<file path="src/rtl/sobel_pkg.sv">
// Shared constants and types for the Sobel front end: pixel widths,
// luma weights and the frame-reader FSM encoding.
package sobel_pkg;

   localparam int unsigned RGB_W      = 24;
   localparam int unsigned GRAY_W     = 8;
   localparam int unsigned ACC_W      = 16;
   localparam int unsigned LUMA_SHIFT = 8;

   localparam logic [ACC_W-1:0] LUMA_R = 16'd77;
   localparam logic [ACC_W-1:0] LUMA_G = 16'd150;
   localparam logic [ACC_W-1:0] LUMA_B = 16'd29;

   localparam logic [1:0] DRAIN_LEN = 2'd2;

   typedef enum logic [1:0] {
      ST_IDLE,
      ST_READ,
      ST_DRAIN,
      ST_DONE
   } state_t;

endpackage

</file>
<file path="src/rtl/sobel_rgb2gray.sv">
// Combinational RGB888 to 8-bit luma: (77R + 150G + 29B) >> 8, truncated.
module sobel_rgb2gray
   import sobel_pkg::*;
(
   input  logic [RGB_W-1:0]  rgb_i,
   output logic [GRAY_W-1:0] gray_o
);

   logic [ACC_W-1:0] acc;

   // Worst case 255*256 = 65280 fits the 16-bit accumulator without wrap.
   always_comb begin
      acc = LUMA_R * ACC_W'(rgb_i[23:16])
          + LUMA_G * ACC_W'(rgb_i[15:8])
          + LUMA_B * ACC_W'(rgb_i[7:0]);
      gray_o = GRAY_W'(acc >> LUMA_SHIFT);
   end

endmodule

</file>
<file path="src/rtl/sobel_pixel_streamer.sv">
// Frame reader: walks the frame RAM in raster order and emits a gapless
// grayscale pixel stream with a per-frame completion pulse.
module sobel_pixel_streamer
   import sobel_pkg::*;
#(
   parameter int unsigned IMG_W  = 6,
   parameter int unsigned IMG_H  = 6,
   parameter int unsigned ADDR_W = 16
) (
   input  logic              clk,
   input  logic              rst,
   input  logic              start_i,
   output logic              mem_en_o,
   output logic [ADDR_W-1:0] mem_addr_o,
   input  logic [23:0]       mem_data_i,
   output logic [7:0]        grayscale_o,
   output logic              done_o,
   output logic              busy_o,
   output logic              frame_done_o
);

   localparam int unsigned      NPIX      = IMG_W * IMG_H;
   localparam logic [ADDR_W-1:0] LAST_ADDR = ADDR_W'(NPIX - 1);

   state_t              state, state_nxt;
   logic [ADDR_W-1:0]   addr_nxt;
   logic                en_nxt;
   logic [1:0]          drain_cnt, drain_nxt;
   logic                en_d1;
   logic [GRAY_W-1:0]   gray_w;

   sobel_rgb2gray u_rgb2gray (
      .rgb_i  (mem_data_i),
      .gray_o (gray_w)
   );

   always_ff @(posedge clk or negedge rst) begin
      if (!rst) begin
         state      <= ST_IDLE;
         mem_en_o   <= 1'b0;
         mem_addr_o <= '0;
         drain_cnt  <= '0;
      end else begin
         state      <= state_nxt;
         mem_en_o   <= en_nxt;
         mem_addr_o <= addr_nxt;
         drain_cnt  <= drain_nxt;
      end
   end

   always_comb begin
      state_nxt = state;
      en_nxt    = mem_en_o;
      addr_nxt  = mem_addr_o;
      drain_nxt = drain_cnt;
      unique case (state)
         ST_IDLE: begin
            if (start_i) begin
               state_nxt = ST_READ;
               en_nxt    = 1'b1;
               addr_nxt  = '0;
            end
         end
         ST_READ: begin
            if (mem_addr_o == LAST_ADDR) begin
               state_nxt = ST_DRAIN;
               en_nxt    = 1'b0;
               drain_nxt = DRAIN_LEN;
            end else begin
               addr_nxt = mem_addr_o + 1'b1;
            end
         end
         ST_DRAIN: begin
            drain_nxt = drain_cnt - 1'b1;
            if (drain_cnt == 2'd1) state_nxt = ST_DONE;
         end
         ST_DONE: begin
            // The DONE cycle doubles as a start-sampling slot so the frame
            // period stays at N+3 with start held high.
            if (start_i) begin
               state_nxt = ST_READ;
               en_nxt    = 1'b1;
               addr_nxt  = '0;
            end else begin
               state_nxt = ST_IDLE;
            end
         end
         default: state_nxt = ST_IDLE;
      endcase
   end

   assign busy_o       = (state != ST_IDLE);
   assign frame_done_o = (state == ST_DONE);

   always_ff @(posedge clk or negedge rst) begin
      if (!rst) begin
         en_d1       <= 1'b0;
         done_o      <= 1'b0;
         grayscale_o <= '0;
      end else begin
         en_d1       <= mem_en_o;
         done_o      <= en_d1;
         grayscale_o <= en_d1 ? gray_w : '0;
      end
   end

endmodule

</file>
<file path="config.mk">
export PLATFORM = sky130hd
export DESIGN_NAME = sobel_pixel_streamer
export DESIGN_NICKNAME = d
export VERILOG_FILES = /design/src/rtl/sobel_pkg.sv /design/src/rtl/sobel_rgb2gray.sv /design/src/rtl/sobel_pixel_streamer.sv
export SDC_FILE = /design/constraint.sdc
export NUM_CORES = 1
export LEC_CHECK = 0
export ABC_AREA = 0
export CORE_UTILIZATION = 63
export DETAILED_ROUTE_END_ITERATION = 7
export GPL_TIMING_DRIVEN = 0
export PLACE_DENSITY = 0.95
export SYNTH_ARGS = -nofsm -noshare
export SYNTH_HDL_FRONTEND = slang
export SYNTH_SLANG_ARGS = --single-unit
</file>
<file path="constraint.sdc">
create_clock -name clk -period 3.9 [get_ports clk]
set_input_delay 0.585 -clock clk [delete_from_list [all_inputs] [get_ports clk]]
set_output_delay 0.585 -clock clk [all_outputs]
set_load 0.1 [all_outputs]
</file>
==> results of run 1 <==
==> worst reg2reg max path, stage by stage (launching register included) <==
cell and delay (ns):
dfrtp_1 0.44, inv_1 0.12, ha_1 0.46, o21ai_1 0.26
a21oi_1 0.54, inv_1 0.15, nor2_1 0.31, buf_2 0.34
nor2_1 0.10
==> per-layer routing <==
| metal | global-route usage (%) | wire length, µm | part of all wire, % |
|---|---|---|---|
| met4 | 22.1 | 1310 | 8.5 |
| met1 | 42.5 | 5300 | 34 |
| met2 | 65.1 | 7350 | 47 |
| met5 | 0 | 0 | 0 |
| met3 | 8.44 | 1510 | 9.8 |
==> Yosys cell counts (3+ instances only) <==
master / count
ha_1: 91
fa_1: 55
a211oi_1: 4
o21a_1: 3
xnor2_1: 15
nor4_1: 3
nand2b_1: 3
nor2_1: 21
nor3_1: 5
o22ai_1: 3
nand4_1: 6
nand3b_1: 3
nor2b_1: 3
and2_1: 3
dfrtp_1: 31
o31ai_1: 4
a21oi_1: 18
and3_1: 6
nand3_1: 10
nand2_1: 9
xor2_1: 9
o21ai_0: 13
a21o_1: 9
inv_1: 105
==> cell families after synthesis <==
kind of cell    Yosys count  synth area share (%)
flops                    31                  16.9
compound gates           72                  10.6
simple gates             84                  9.84
xor+xnor                 24                  4.57
mux                       2                 0.435
fa+ha+maj               146                  48.7
buf+inv                 108                  9.00
==> path summary, 6_finish.rpt <==
path	start	end	slack, ns	cells after the start
max reg2reg	state[0]$_DFFE_PN0P_	mem_addr_o[5]$_DFFE_PN0P_	1.04	8
max	mem_data_i[13]	grayscale_o[7]$_DFF_PN0_	-2.28	23
min in group clk	mem_en_o$_DFFE_PN0P_	en_d1$_DFF_PN0_	0.43	0
min	rst	drain_cnt[0]$_DFFE_PN0P_	0.33	1
min reg2reg	mem_en_o$_DFFE_PN0P_	en_d1$_DFF_PN0_	0.43	0
max in group asynchronous	rst	mem_addr_o[12]$_DFFE_PN0P_	3.11	1
==> area by class of cell <==
class	instances	area [µm²]	area share [%]
plain buffers	3	20.0	0.343
clock buffers	6	82.6	1.41
clock inverters	1	5.00	0.0857
inverters	105	399	6.83
multi-input cells	328	3750	64.2
flip-flops and latches	31	776	13.3
well taps	96	120	2.06
repair buffers	69	692	11.8
==> what timing repair did <==
| action | 4_1_cts | 5_1_grt |
|---|---|---|
| setup buffers | 7 | 8 |
| resized for setup | 56 | 21 |
| endpoints found under the setup margin | 8 | 8 |
| pin swaps | 26 | 23 |
==> through the flow <==
step                      hold WS (ns)  cell area [µm²]
final                            0.325             5840
after global routing             0.388             5840
after CTS                        0.421             5690
after detailed placement         0.400             5410
after global placement           0.405             5410
after floorplan                  0.289             4750
==> registers in the layout (all words and copies together), names as in the netlist <==
register	count
mem_addr_o	16
grayscale_o	8
drain_cnt	2
state	2
done_o	1
en_d1	1
mem_en_o	1
==> impl_metrics.py, run 1 <==
metrics = {
    "status": {
        "status": "finished with violations",
        "violations": "setup timing",
    },
    "layout": {
        "layout.cells.most_common": "inv_1",
        "final_util_pct": 84.6,
        "layout_common_cells": "inv_1 (95), ha_1 (77), fa_1 (54)",
        "final_layout_size_suffix_gt1_share_pct": 14.9,
        "final_cells": 639,
        "diodes": 0,
        "num-fill-cells": 334,
        "syn_to_final_growth_pct": 27.0,
        "num-nets-final": 716,
    },
    "place": {
        "place_ws_ns": -3.08,
        "dpl.hpwl_um": 9400,
        "dp_cells": 617,
        "portBuffers": 54,
        "gp_congestion": 0.881,
    },
    "timing": {
        "fin_crit_sh_pct": 158,
        "slew_headroom_pct": 32.7,
        "finClkSkew_ns": 0.0106,
        "worst_slack_ns": -2.28,
        "setup_tns_ns": -16.48,
        "finalSetupViolCount": 8,
        "hold_viol": 0,
        "rsz0062_at_grt": "true",
        "worst_pin_slew_ns": 1.01,
        "drv_slew": 0,
        "period_needed_ns": 6.18,
        "maxClockFrequency_mhz": 162,
    },
    "drt": {
        "wirelength_um": 15500,
        "dr.pass1.iters": 5,
        "routedWlPerCell_um": 24.2,
        "antenna_left": 0,
        "drt_iter0_markers": 361,
        "route.vias.total": 4210,
        "vias_per_cell": 6.59,
        "drcViolationCount": 0,
    },
    "synth": {
        "synth_seq_cells": 31,
        "syn_avg_cell_area_um2": 9.85,
        "synth_nets": 640,
        "async_flop_share_pct": 100,
        "synth_edf_count": 0,
        "yosysUniqueCellTypes": 51,
        "synthFlopType": "dfrtp_1",
        "synth.top_cells.by_area": "ha_1 (25%), fa_1 (24%), dfrtp_1 (17%)",
        "yosys_warnings": 0,
        "synth_area_leader_cell": "ha_1",
        "synth_top_area_share_pct": 24.7,
        "syn_area_um2": 4600,
        "synth_sequential_area_ratio_pct": 16.9,
        "synthesis.instances": 467,
    },
    "worst_hold_path": {
        "hold_path.class": "in -> async",
    },
    "global_routing": {
        "first_global_vias": 4411,
        "grt_max_degree": 32,
        "grt_pass1_wl_um": 21500,
        "antenna_found_initial": 0,
        "grt_overflow": 0,
        "gr-usage-all-layers_pct": 37.6,
    },
    "clock_tree": {
        "clkLatencyLatePin_ns": 0.30,
        "cts_hold_buf": 0,
        "cts_tree": "built",
        "cts_sinks": 31,
        "clk_pin_slew_ns": 0.07,
        "cts-root-buf": "clkbuf_8",
        "cts_buffers": 5,
        "cts_buffer_depth": 2,
        "htreeDepth": 2,
    },
    "worst_setup_path": {
        "cp_top_family": "adder cells",
        "cp.arrival_ns": 6.37,
        "path_max_fanout": 5,
        "critical_path_buf_inv_count": 5,
        "crit_top_cell": "fa_1",
        "path_class": "in -> reg",
        "slowest_stage": "fa_1",
        "cp_slowest_stage_delay_ns": 0.57,
        "cp-end-kind": "register",
        "required_ns": 4.09,
        "cp-start-kind": "input port",
        "timing.critical_path.cells": "buf_12, ha_4, ha_4, inv_1, fa_1, fa_1, inv_2, ha_4, a21oi_1, o31ai_2, a21oi_1, xnor2_1, ha_1, inv_1, fa_1, fa_1, inv_1, ha_1, and4_1, nand2_1, o32ai_4, o211ai_1, and3b_1",
    },
    "floorplan": {
        "fp.dieH_um": 87.5,
        "core_area_um2": 6910,
        "placementRows": 30,
        "io_pins": 55,
        "initial_core_util_pct": 66.6,
        "die_w_um": 87.5,
        "die_area_um2": 7650,
    },
    "job": {
        "maxCapViolCount": 0,
    },
}
Power of run 1 is left out: the tool's default activity adds up to more than one toggle a clock period on the data nets, which glitch-free logic cannot reach.
==> run 2, diff against run 1 <==
Settings changed: ABC_AREA 0 to default, HOLD_SLACK_MARGIN from default to 0.12.
==> results of run 2 <==
No change in the layout: final DEF, timing and power equal those of run 1.
Power of run 2 is left out for the same reason.
